`src/rtl/gp_trigger_scheduler.sv`:
```
`timescale 1ns/1ps
// Trigger-path sequencer: loads four source configs, grants triggers round-robin and issues one
// handshaked operation per grant. Optional watchdog on WAIT_DONE: define GP_TRIG_WATCHDOG_EN.
module gp_trigger_scheduler #(
    parameter int DATA_WIDTH = 32,
    parameter int WDT_CYCLES = 1024
) (
    input  logic                  i_clk,
    input  logic                  i_rstn,
    input  logic                  i_start,
    input  logic                  i_stop,
    input  logic [3:0]            i_trig,
    output logic                  reg_rd_en,
    input  logic [DATA_WIDTH-1:0] rd_trig_s1_config,
    input  logic [DATA_WIDTH-1:0] rd_trig_s2_config,
    input  logic [DATA_WIDTH-1:0] rd_trig_s3_config,
    input  logic [DATA_WIDTH-1:0] rd_trig_s4_config,
    input  logic                  reg_rd_valid,
    output logic                  o_req_valid,
    output logic [1:0]            o_req_src,
    output logic [15:0]           o_req_op,
    input  logic                  i_req_ready,
    input  logic                  i_op_done,
    output logic                  o_busy,
    output logic                  o_cfg_err,
    output logic                  o_timeout
);
    typedef enum logic [2:0] {
        S_IDLE, S_LOAD, S_LOAD_WAIT, S_ARB, S_ISSUE, S_WAIT_DONE
    } state_t;

    state_t            state_q, state_d;
    logic [3:0]        trig_q;
    logic [3:0]        pending_q, pending_d;
    logic [3:0]        en_q, en_d;
    logic [3:0]        mode_q, mode_d;
    logic [3:0][15:0]  op_q, op_d;
    logic [1:0]        last_grant_q, last_grant_d;
    logic [1:0]        req_src_q, req_src_d;
    logic [15:0]       req_op_q, req_op_d;
    logic              stop_seen_q, stop_seen_d;
    logic              req_valid_q, req_valid_d;
    logic              rd_en_q, rd_en_d;
    logic              busy_q, busy_d;

    logic [3:0]        edge_ev;
    logic [3:0]        req;
    logic              found;
    logic [1:0]        win;
    logic [1:0]        idx;
    logic              timeout;
    logic              op_end;
    logic              cfg_unused;

    // Only the enable, mode and op-code fields are kept; reserved bits are deliberately dropped.
    assign cfg_unused = ^{rd_trig_s1_config, rd_trig_s2_config, rd_trig_s3_config, rd_trig_s4_config};

    assign edge_ev = i_trig & ~trig_q;
    assign req     = en_q & ((mode_q & trig_q) | (~mode_q & pending_q));

`ifdef GP_TRIG_WATCHDOG_EN
    localparam int WDT_W = $clog2(WDT_CYCLES + 1);
    logic [WDT_W-1:0] wdt_q, wdt_d;

    // Counter reads 0 on the first WAIT_DONE cycle, so expiry lands WDT_CYCLES cycles after entry.
    always_comb begin
        wdt_d = '0;
        if (state_q == S_WAIT_DONE && wdt_q != WDT_W'(WDT_CYCLES))
            wdt_d = wdt_q + 1'b1;
    end

    always_ff @(posedge i_clk or posedge i_rstn) begin
        if (i_rstn) wdt_q <= '0;
        else        wdt_q <= wdt_d;
    end

    assign timeout = (state_q == S_WAIT_DONE) && (wdt_q == WDT_W'(WDT_CYCLES)) && !i_op_done;
`else
    logic wdt_unused;
    assign wdt_unused = (WDT_CYCLES > 0);
    assign timeout    = 1'b0;
`endif

    assign op_end = i_op_done | timeout;

    // Circular search starting just after the last granted source.
    always_comb begin
        found = 1'b0;
        win   = last_grant_q;
        idx   = last_grant_q;
        for (int i = 1; i <= 4; i++) begin
            idx = last_grant_q + 2'(i);
            if (!found && req[idx]) begin
                found = 1'b1;
                win   = idx;
            end
        end
    end

    always_comb begin
        state_d      = state_q;
        pending_d    = pending_q;
        en_d         = en_q;
        mode_d       = mode_q;
        op_d         = op_q;
        last_grant_d = last_grant_q;
        req_src_d    = req_src_q;
        req_op_d     = req_op_q;
        stop_seen_d  = stop_seen_q;
        case (state_q)
            S_IDLE: begin
                pending_d   = '0;
                stop_seen_d = 1'b0;
                req_src_d   = '0;
                req_op_d    = '0;
                if (i_start) state_d = S_LOAD;
            end
            S_LOAD: state_d = S_LOAD_WAIT;
            S_LOAD_WAIT: begin
                if (reg_rd_valid) begin
                    en_d    = {rd_trig_s4_config[0], rd_trig_s3_config[0],
                               rd_trig_s2_config[0], rd_trig_s1_config[0]};
                    mode_d  = {rd_trig_s4_config[1], rd_trig_s3_config[1],
                               rd_trig_s2_config[1], rd_trig_s1_config[1]};
                    op_d    = {rd_trig_s4_config[31:16], rd_trig_s3_config[31:16],
                               rd_trig_s2_config[31:16], rd_trig_s1_config[31:16]};
                    state_d = S_ARB;
                end else begin
                    state_d = S_IDLE;
                end
            end
            S_ARB: begin
                if (i_stop) begin
                    state_d = S_IDLE;
                end else if (found) begin
                    req_src_d    = win;
                    req_op_d     = op_q[win];
                    last_grant_d = win;
                    state_d      = S_ISSUE;
                end
            end
            S_ISSUE: begin
                stop_seen_d = stop_seen_q | i_stop;
                if (i_req_ready) begin
                    pending_d[req_src_q] = 1'b0;
                    state_d              = S_WAIT_DONE;
                end
            end
            S_WAIT_DONE: begin
                stop_seen_d = stop_seen_q | i_stop;
                if (op_end) begin
                    state_d     = (i_stop || stop_seen_q) ? S_IDLE : S_ARB;
                    stop_seen_d = 1'b0;
                end
            end
            default: state_d = S_IDLE;
        endcase
        // Applied after the handshake clear so a coincident new edge is not lost.
        if (state_q inside {S_ARB, S_ISSUE, S_WAIT_DONE})
            pending_d = pending_d | (edge_ev & en_q & ~mode_q);
        rd_en_d     = (state_d == S_LOAD);
        req_valid_d = (state_d == S_ISSUE);
        busy_d      = (state_d != S_IDLE);
    end

    always_ff @(posedge i_clk or posedge i_rstn) begin
        if (i_rstn) begin
            state_q      <= S_IDLE;
            trig_q       <= '0;
            pending_q    <= '0;
            en_q         <= '0;
            mode_q       <= '0;
            op_q         <= '0;
            last_grant_q <= 2'd3;
            req_src_q    <= '0;
            req_op_q     <= '0;
            stop_seen_q  <= 1'b0;
            req_valid_q  <= 1'b0;
            rd_en_q      <= 1'b0;
            busy_q       <= 1'b0;
        end else begin
            state_q      <= state_d;
            trig_q       <= i_trig;
            pending_q    <= pending_d;
            en_q         <= en_d;
            mode_q       <= mode_d;
            op_q         <= op_d;
            last_grant_q <= last_grant_d;
            req_src_q    <= req_src_d;
            req_op_q     <= req_op_d;
            stop_seen_q  <= stop_seen_d;
            req_valid_q  <= req_valid_d;
            rd_en_q      <= rd_en_d;
            busy_q       <= busy_d;
        end
    end

    assign reg_rd_en   = rd_en_q;
    assign o_req_valid = req_valid_q;
    assign o_req_src   = req_src_q;
    assign o_req_op    = req_op_q;
    assign o_busy      = busy_q;
    assign o_cfg_err   = (state_q == S_LOAD_WAIT) && !reg_rd_valid;
    assign o_timeout   = timeout;

endmodule

```
`config.mk`:
```
export PLATFORM = sky130hd
export DESIGN_NAME = gp_trigger_scheduler
export DESIGN_NICKNAME = d
export VERILOG_FILES = /design/src/rtl/gp_trigger_scheduler.sv
export SDC_FILE = /design/constraint.sdc
export NUM_CORES = 1
export LEC_CHECK = 0
export ABC_AREA = 1
export BUFFER_PORTS_ARGS = -buffer_cell sky130_fd_sc_hd__clkbuf_2
export CORE_UTILIZATION = 50
export CTS_CLUSTER_SIZE = 24
export DETAILED_ROUTE_END_ITERATION = 7
export GPL_TIMING_DRIVEN = 0
export PLACE_DENSITY = 0.89
export SYNTH_ARGS = -nofsm -noshare
export SYNTH_HDL_FRONTEND = slang
export SYNTH_SLANG_ARGS = --single-unit
```
`constraint.sdc`:
```
create_clock -name i_clk -period 9.9 [get_ports i_clk]
set_input_delay 0.99 -clock i_clk [delete_from_list [all_inputs] [get_ports i_clk]]
set_output_delay 0.99 -clock i_clk [all_outputs]
set_load 0.02 [all_outputs]
```
==> results by group, run 1 <==
Run status
  • Status: complete, no violations

Pwr
  • Post-route total power: 0.00221 W
  • P per Cell Area: 368 nW/um^2
  • Reg power frac: 33.0%
  • Leak: 3.32 nW
  • Peak supply drop: 0.182 mV
  • Cell internal pwr: 0.00114 W
  • Sw power: 0.00107 W
  • Power share of the combinational group: 55.5%
  • Clk network pwr share: 11.5%
  • Sw Share: 48.3%

Clock tree
  • Setup bufs post-CTS: 0
  • Worst-Skew Late Latency: 0.37 ns
  • Hold_buf cts: 0
  • CTS clk-pin slew, worst paths: 0.10 ns
  • Post_cts resized: 0
  • TritonCTS clock tree: yes
  • Total clock sinks: 107
  • CTS root buf: clkbuf_8
  • CTS Buf Count: 9
  • CTS max path bufs: 2
  • H-tree Lvls: 3

Worst setup path
  • Crit path kind: input port to flop
  • Crit-path cells: clkbuf_2 -> nand3_1 -> inv_1 -> clkbuf_1 -> clkbuf_1 -> nand2_1 -> o21ai_0
  • CP bufs+invs: 4
  • Required @ worst endpoint: 10.19 ns
  • Max incr delay on CP: 0.53 ns
  • Crit-path most repeated cell: clkbuf_1
  • Crit-path max FO: 10
  • CP top delay family: buffers and inverters
  • Startpoint types: input port
  • Setup crit end kind: flop
  • CP arrival: 2.77 ns
  • Crit path max-delay cell type: clkbuf_1

Global route
  • Total gr overflow: 0
  • Pin count of the biggest net entering global routing: 76
  • Gr usage total: 25.3%
  • Vias in the first global route: 4443
  • Initial antenna violation count: 0
  • First-pass GRT wire length: 20200 um

Timing
  • Relative slew margins: 56.5%
  • Final setup viols: 0
  • Final period util: 25.0%
  • Post-route worst setup slack: 7.42 ns
  • Least-Margin Pin Slew: 0.653 ns
  • Final hold viol count: 0
  • Setup TNS: 0 ns
  • Slew Viols, Final: 0
  • Worst Skew: 0.0113 ns
  • Crit path time final: 2.48 ns
  • Max Clk Rate: 404 MHz
  • RSZ-0062 raised after global routing: no

Placement
  • Gp weighted congestion: 0.850
  • Dpl cells: 885
  • Post-place setup slack: 7.03 ns
  • Port Buffers: 104
  • DP HPWL: 9290 um

Die
  • Die height: 103 um
  • I/O pin total: 162
  • Full die area: 10600 um^2
  • Number of core rows: 36
  • Area of the core: 9820 um^2
  • Initial Utilization: 52.0%
  • Die Span X: 103 um

Route
  • DRC: 0
  • Routed vias: 4569
  • Vias per Instance: 5.07
  • Post-detailed-route count of antenna-violating nets: 0
  • Iteration-0 DRC Markers: 193
  • Routed length per placed instance: 13.8 um
  • Drt first pass iters: 5
  • Detailed Route WL: 12400 um

Layout
  • Fill cell total of the finished layout: 891
  • Non-Filler Instances: 901
  • Sequential cell area: 2680 um^2
  • Area delta synth->final: 17.6%
  • N_diodes: 0
  • Multi-input logic area: 2010 um^2
  • Layout cells sized above 1: 21.1%
  • # nets final: 902

Synthesis
  • Syn Area/Cell: 7.89 um^2
  • Syn Std Cell Area: 5110 um^2
  • Synth Warn #: 0
  • Net Count, Synth: 786
  • Post-Synthesis Cells: 647
  • Yosys cell types: 33
  • FF+latch count, synth: 107
  • Sequential share of the synthesized area: 52.5%

Min path
  • Worst min-delay path class: flop to flop

Job
  • Max-Cap Viols: 0
==> through the flow <==
step / utilization (%) / instance area (um^2) / hold slack (ns)
floorplan: - / 5110 / 0.435
global placement: 59.0 / 5790 / 0.441
detailed placement: 59.3 / 5820 / 0.451
CTS: 61.2 / 6010 / 0.463
global route: 61.2 / 6010 / 0.479
finish: 61.2 / 6010 / 0.464
==> area by class of cell <==
cell class                      count  area share, %
Buffer                             28           2.85
Clock buffer                        9           2.06
Clock inverter                      7           1.00
Inverter                           65           4.19
Multi-Input combinational cell    447           33.4
Sequential cell                   107           44.6
Tap cell                          133           2.77
Timing Repair Buffer              105           9.12
==> power groups by stage <==
stage          Combinational, W  Clock [W]  Sequential, W
3_3_place_gp            0.00118          0       0.000725
6_report                0.00123   0.000253       0.000728
2_1_floorplan          0.000883          0       0.000745
4_1_cts                 0.00122   0.000257       0.000725
3_5_place_dp            0.00121          0       0.000734
5_1_grt                 0.00138   0.000275       0.000747
==> sequential cells by signal, indices dropped and copies added, names as in the netlist <==
register      flops
o_busy            1
o_req_valid       1
state_q           3
en_q              4
op_q             64
pending_q         4
o_req_op         16
reg_rd_en         1
stop_seen_q       1
last_grant_q      2
mode_q            4
o_req_src         2
trig_q            4
==> Yosys cell counts, drive strengths merged <==
library cell  instances  area (um^2)
nand3b                1         7.51
conb                  1         3.75
nand3                65          358
xnor2                 1         16.3
nor2                 11         60.1
nor3                  3         15.0
clkbuf               13         48.8
dfstp                 2         52.6
a311oi                1         8.76
o211ai                1         7.51
buf                  15          123
nand2               303         1190
dfrtp               105         2630
inv                  65          249
o21ai                46          230
nor4                  1         6.26
o41ai                 4         35.0
nand4                 3         25.0
o311ai                4         35.0
a21oi                 2         10.0
==> final timing paths <==
kind / cells after the start / startpoint / slack (ns) / endpoint
hold / removal: 1 / trig_q[0]$_DFF_PP0_ / 0.46 / pending_q[0]$_DFF_PP0_
setup reg to reg: 7 / state_q[0]$_DFF_PP0_ / 7.53 / op_q[49]$_DFFE_PP0P_
hold reg to reg: 1 / trig_q[0]$_DFF_PP0_ / 0.46 / pending_q[0]$_DFF_PP0_
min in group asynchronous: 2 / i_rstn / 0.61 / state_q[0]$_DFF_PP0_
max in group asynchronous: 3 / i_rstn / 8.54 / last_grant_q[0]$_DFFE_PP1P_
setup / recovery: 7 / reg_rd_valid / 7.42 / op_q[49]$_DFFE_PP0P_
==> metal layers <==
layer / track usage [%] / up-vias / share of wire, %
li1: - / 2258 / -
met1: 32.7 / 2124 / 43
met2: 43.5 / 170 / 49
met3: 4.41 / 17 / 6.4
met4: 7.80 / 0 / 1.2
met5: 0 / - / 0
==> cell usage in the layout, fill, tap and decap left out, types with 5 or more instances in the layout <==
| cell type | n |
|---|---|
| o21ai_0 | 44 |
| buf_4 | 5 |
| nand2_2 | 8 |
| buf_6 | 6 |
| nor2_1 | 9 |
| nand3_1 | 60 |
| nand2_1 | 291 |
| inv_1 | 60 |
| clkbuf_1 | 13 |
| clkbuf_8 | 9 |
| dfrtp_1 | 105 |
| clkbuf_2 | 104 |
==> worst reg2reg max path, cell delays in order, from the launching register on <==
cell	delay [ns]
dfrtp_1	0.46
inv_1	0.13
nand3_1	0.26
inv_1	0.23
clkbuf_1	0.53
clkbuf_1	0.44
nand2_1	0.14
o21ai_0	0.10
==> kinds of logic (layout without fill, tap and decap cells) <==
family | after synthesis | count (layout) | synth area share (%)
compound gates | 58 | 58 | 6.40
xor+xnor | 1 | 1 | 0.319
buf+inv | 93 | 214 | 8.23
flops | 107 | 107 | 52.5
other cells | 1 | 1 | 0.0734
simple gates | 387 | 387 | 32.5
Power figures use the tool's default switching activity.
==> inputs of run 2 (changes only) <==
clock period = 2.3 ns   (was 9.9 ns; I/O delays follow)
==> run 2 against run 1 <==
- critical path depth increased by 6
- register-to-register slack got worse by 7.4 ns
- first-iteration DRC count increased by 50%
- highest routed layer unchanged
- worst hold slack lost 0.43 ns
- global-route usage grew 0.80 points
==> results by group, run 2 (synthesis results as in run 1) <==
Timing
  • Worst Skew: 0.0117 ns (was 0.0113 ns)
  • Max Clk Rate: 470 MHz
  • Relative slew margins: 49.7% (was 56.5%)
  • Final hold viol count: 0 (unchanged)
  • Setup TNS: 0 ns (unchanged)
  • Final setup viols: 0 (unchanged)
  • Least-Margin Pin Slew: 0.753 ns (was 0.653 ns)
  • Final period util: 92.6%
  • Crit path time final: 2.13 ns
  • Slew Viols, Final: 0 (unchanged)
  • RSZ-0062 raised after global routing: no (unchanged)

Global route
  • Gr usage total: 26.1% (was 25.3%)
  • Routing usage on met3: 6.10% (was 4.41%)
  • Met2 Track Usage GR: 44.6% (was 43.5%)
  • Pin count of the biggest net entering global routing: 42 (was 76)
  • M1 GR Usage: 33.5% (was 32.7%)
  • First-pass GRT wire length: 20800 um (was 20200 um)
  • Initial antenna violation count: 0 (unchanged)
  • Grt peak-use layer: met2 (unchanged)
  • Total gr overflow: 0 (unchanged)
  • Vias in the first global route: 4494 (was 4443)

Layout
  • Most common cell after layout, fill and taps aside: nand2_1 (unchanged)
  • Non-Filler Instances: 906 (was 901)
  • Max reg flops: 64 (unchanged)
  • # nets final: 907 (was 902)
  • Top reg by flops: op_q (unchanged)
  • Fill cell total of the finished layout: 875 (was 891)
  • Most frequent cells in the layout: nand2_1 (291), dfrtp_1 (105), clkbuf_2 (104), inv_1 (59), nand3_1 (59) (was nand2_1 (291), dfrtp_1 (105), clkbuf_2 (104), inv_1 (60), nand3_1 (60))
  • Area delta synth->final: 19.6% (was 17.6%)
  • Design Area, Final: 6100 um^2 (was 6010 um^2)
  • Layout cells sized above 1: 21.3% (was 21.1%)
  • N_diodes: 0 (unchanged)

Route
  • Iteration-0 DRC Markers: 290 (was 193)
  • Routed vias: 4636 (was 4569)
  • Routed length per placed instance: 14.0 um (was 13.8 um)
  • Vias per Instance: 5.12 (was 5.07)
  • Post-detailed-route count of antenna-violating nets: 0 (unchanged)
  • Detailed Route WL: 12700 um (was 12400 um)
  • Drt first pass iters: 5 (unchanged)
  • DRC: 0 (unchanged)

Worst setup path
  • Crit-path max FO: 10 (unchanged)
  • Crit-path most repeated cell: nand2_1 (was clkbuf_1)
  • Startpoint types: flop (was input port)
  • Crit path kind: flop to flop (was input port to flop)
  • Worst R2R Setup Slack: 0.17 ns (was 7.53 ns)
  • Setup crit end kind: flop (unchanged)
  • Required @ worst endpoint: 2.58 ns (was 10.19 ns)
  • Crit-path cells: buf_6 -> nand3_1 -> nand2_1 -> nand2_1 -> nand2_2 -> nand2_1 -> nand3_2 -> buf_2 -> nand3_1 -> nand2_1 -> nand2_1 -> nand3_1 -> nand2_1 (was clkbuf_2 -> nand3_1 -> inv_1 -> clkbuf_1 -> clkbuf_1 -> nand2_1 -> o21ai_0)
  • CP arrival: 2.41 ns (was 2.77 ns)
  • Crit path max-delay cell type: dfstp_2 (was clkbuf_1)
  • Max incr delay on CP: 0.54 ns (was 0.53 ns)

Die
  • Number of core rows: 36 (unchanged)
  • Full die area: 10600 um^2 (unchanged)
  • Area of the core: 9820 um^2 (unchanged)
  • Die height: 103 um (unchanged)
  • I/O pin total: 162 (unchanged)
  • Initial Utilization: 52.0% (unchanged)
  • Die Span X: 103 um (unchanged)

Min path
  • Worst min-delay path class: input port to flop (was flop to flop)

Placement
  • DP HPWL: 9510 um (was 9290 um)
  • Gp weighted congestion: 0.860 (was 0.850)
  • Port Buffers: 104 (unchanged)
  • Dpl cells: 886 (was 885)
  • Placed Instance Area: 5840 um^2 (was 5820 um^2)

Clock tree
  • Total clock sinks: 107 (unchanged)
  • H-tree Lvls: 3 (unchanged)
  • CTS clk-pin slew, worst paths: 0.11 ns (was 0.10 ns)
  • Setup bufs post-CTS: 0 (unchanged)
  • CTS max path bufs: 2 (unchanged)
  • CTS root buf: clkbuf_8 (unchanged)
  • TritonCTS clock tree: yes (unchanged)
  • CTS Buf Count: 9 (unchanged)
  • Worst-Skew Late Latency: 0.38 ns (was 0.37 ns)

Pwr
  • Post-route total power: 0.00964 W (was 0.00221 W)
  • Peak supply drop: 0.844 mV (was 0.182 mV)
  • Leak: 3.35 nW (was 3.32 nW)
  • P per Cell Area: 1580 nW/um^2 (was 368 nW/um^2)

Run status
  • Status: complete, no violations (unchanged)

Job
  • Max-Cap Viols: 0 (unchanged)
run 2: power breakdown:
part           switching [W]  leakage [nW]  total (W)  internal [W]
Sequential          0.000437          1.36    0.00313       0.00269
Combinational        0.00348          1.89    0.00530       0.00182
Clock               0.000688         0.102    0.00121      0.000523
run 2: final timing paths:
path | cells past startpoint | end | from
worst max-delay path | 13 | o_req_op[13]$_DFFE_PP0P_ | last_grant_q[0]$_DFFE_PP1P_
worst min-delay path | 3 | op_q[3]$_DFFE_PP0P_ | rd_trig_s1_config[19]
worst max register to register | 13 | o_req_op[13]$_DFFE_PP0P_ | last_grant_q[0]$_DFFE_PP1P_
worst min register to register | 1 | pending_q[2]$_DFF_PP0_ | trig_q[2]$_DFF_PP0_
max in group asynchronous | 4 | last_grant_q[1]$_DFFE_PP1P_ | i_rstn
min in group asynchronous | 3 | op_q[55]$_DFFE_PP0P_ | i_rstn
run 2: through the flow:
step,worst slack [ns],utilization [%],hold slack [ns]
2_1_floorplan,0.445,-,0.261
3_3_place_gp,0.0342,59.0,0.359
3_5_place_dp,0.0114,59.4,0.361
4_1_cts,0.165,62.0,0.0239
5_1_grt,0.000463,62.2,0.0259
6_report,0.171,62.2,0.0354
run 2: cell type report:
cell class	count	area [um^2]	share of cell area (%)
Sequential cell	107	2680	43.9
Clock inverter	7	83.8	1.37
Buffer	27	168	2.75
Inverter	65	256	4.20
Clock buffer	9	124	2.03
Timing Repair Buffer	111	611	10.0
Multi-Input combinational cell	447	2020	33.0
Tap cell	133	166	2.73
run 2: routing by layer:
layer / wire (um) / vias to the layer above / part of all wire (%)
met5: 0 / - / 0
met4: 172 / 0 / 1.4
met3: 858 / 17 / 6.8
met2: 6140 / 178 / 48
met1: 5530 / 2173 / 44
li1: - / 2268 / -
run 2: worst max-delay path, delay by kind of cell (launching register included):
| family | cells | cell delay [ns] |
|---|---|---|
| flip-flops | 1 | 0.54 |
| buffers and inverters | 2 | 0.40 |
| AND/OR/NAND/NOR | 11 | 1.10 |
run 2: repair_timing:
item / CTS / global route
endpoints found under the setup margin: 5 / 9
gates resized for setup: 0 / 3
pin swaps: 0 / 1
hold buffers: 5 / 0
endpoints found under the hold margin: 35 / 0
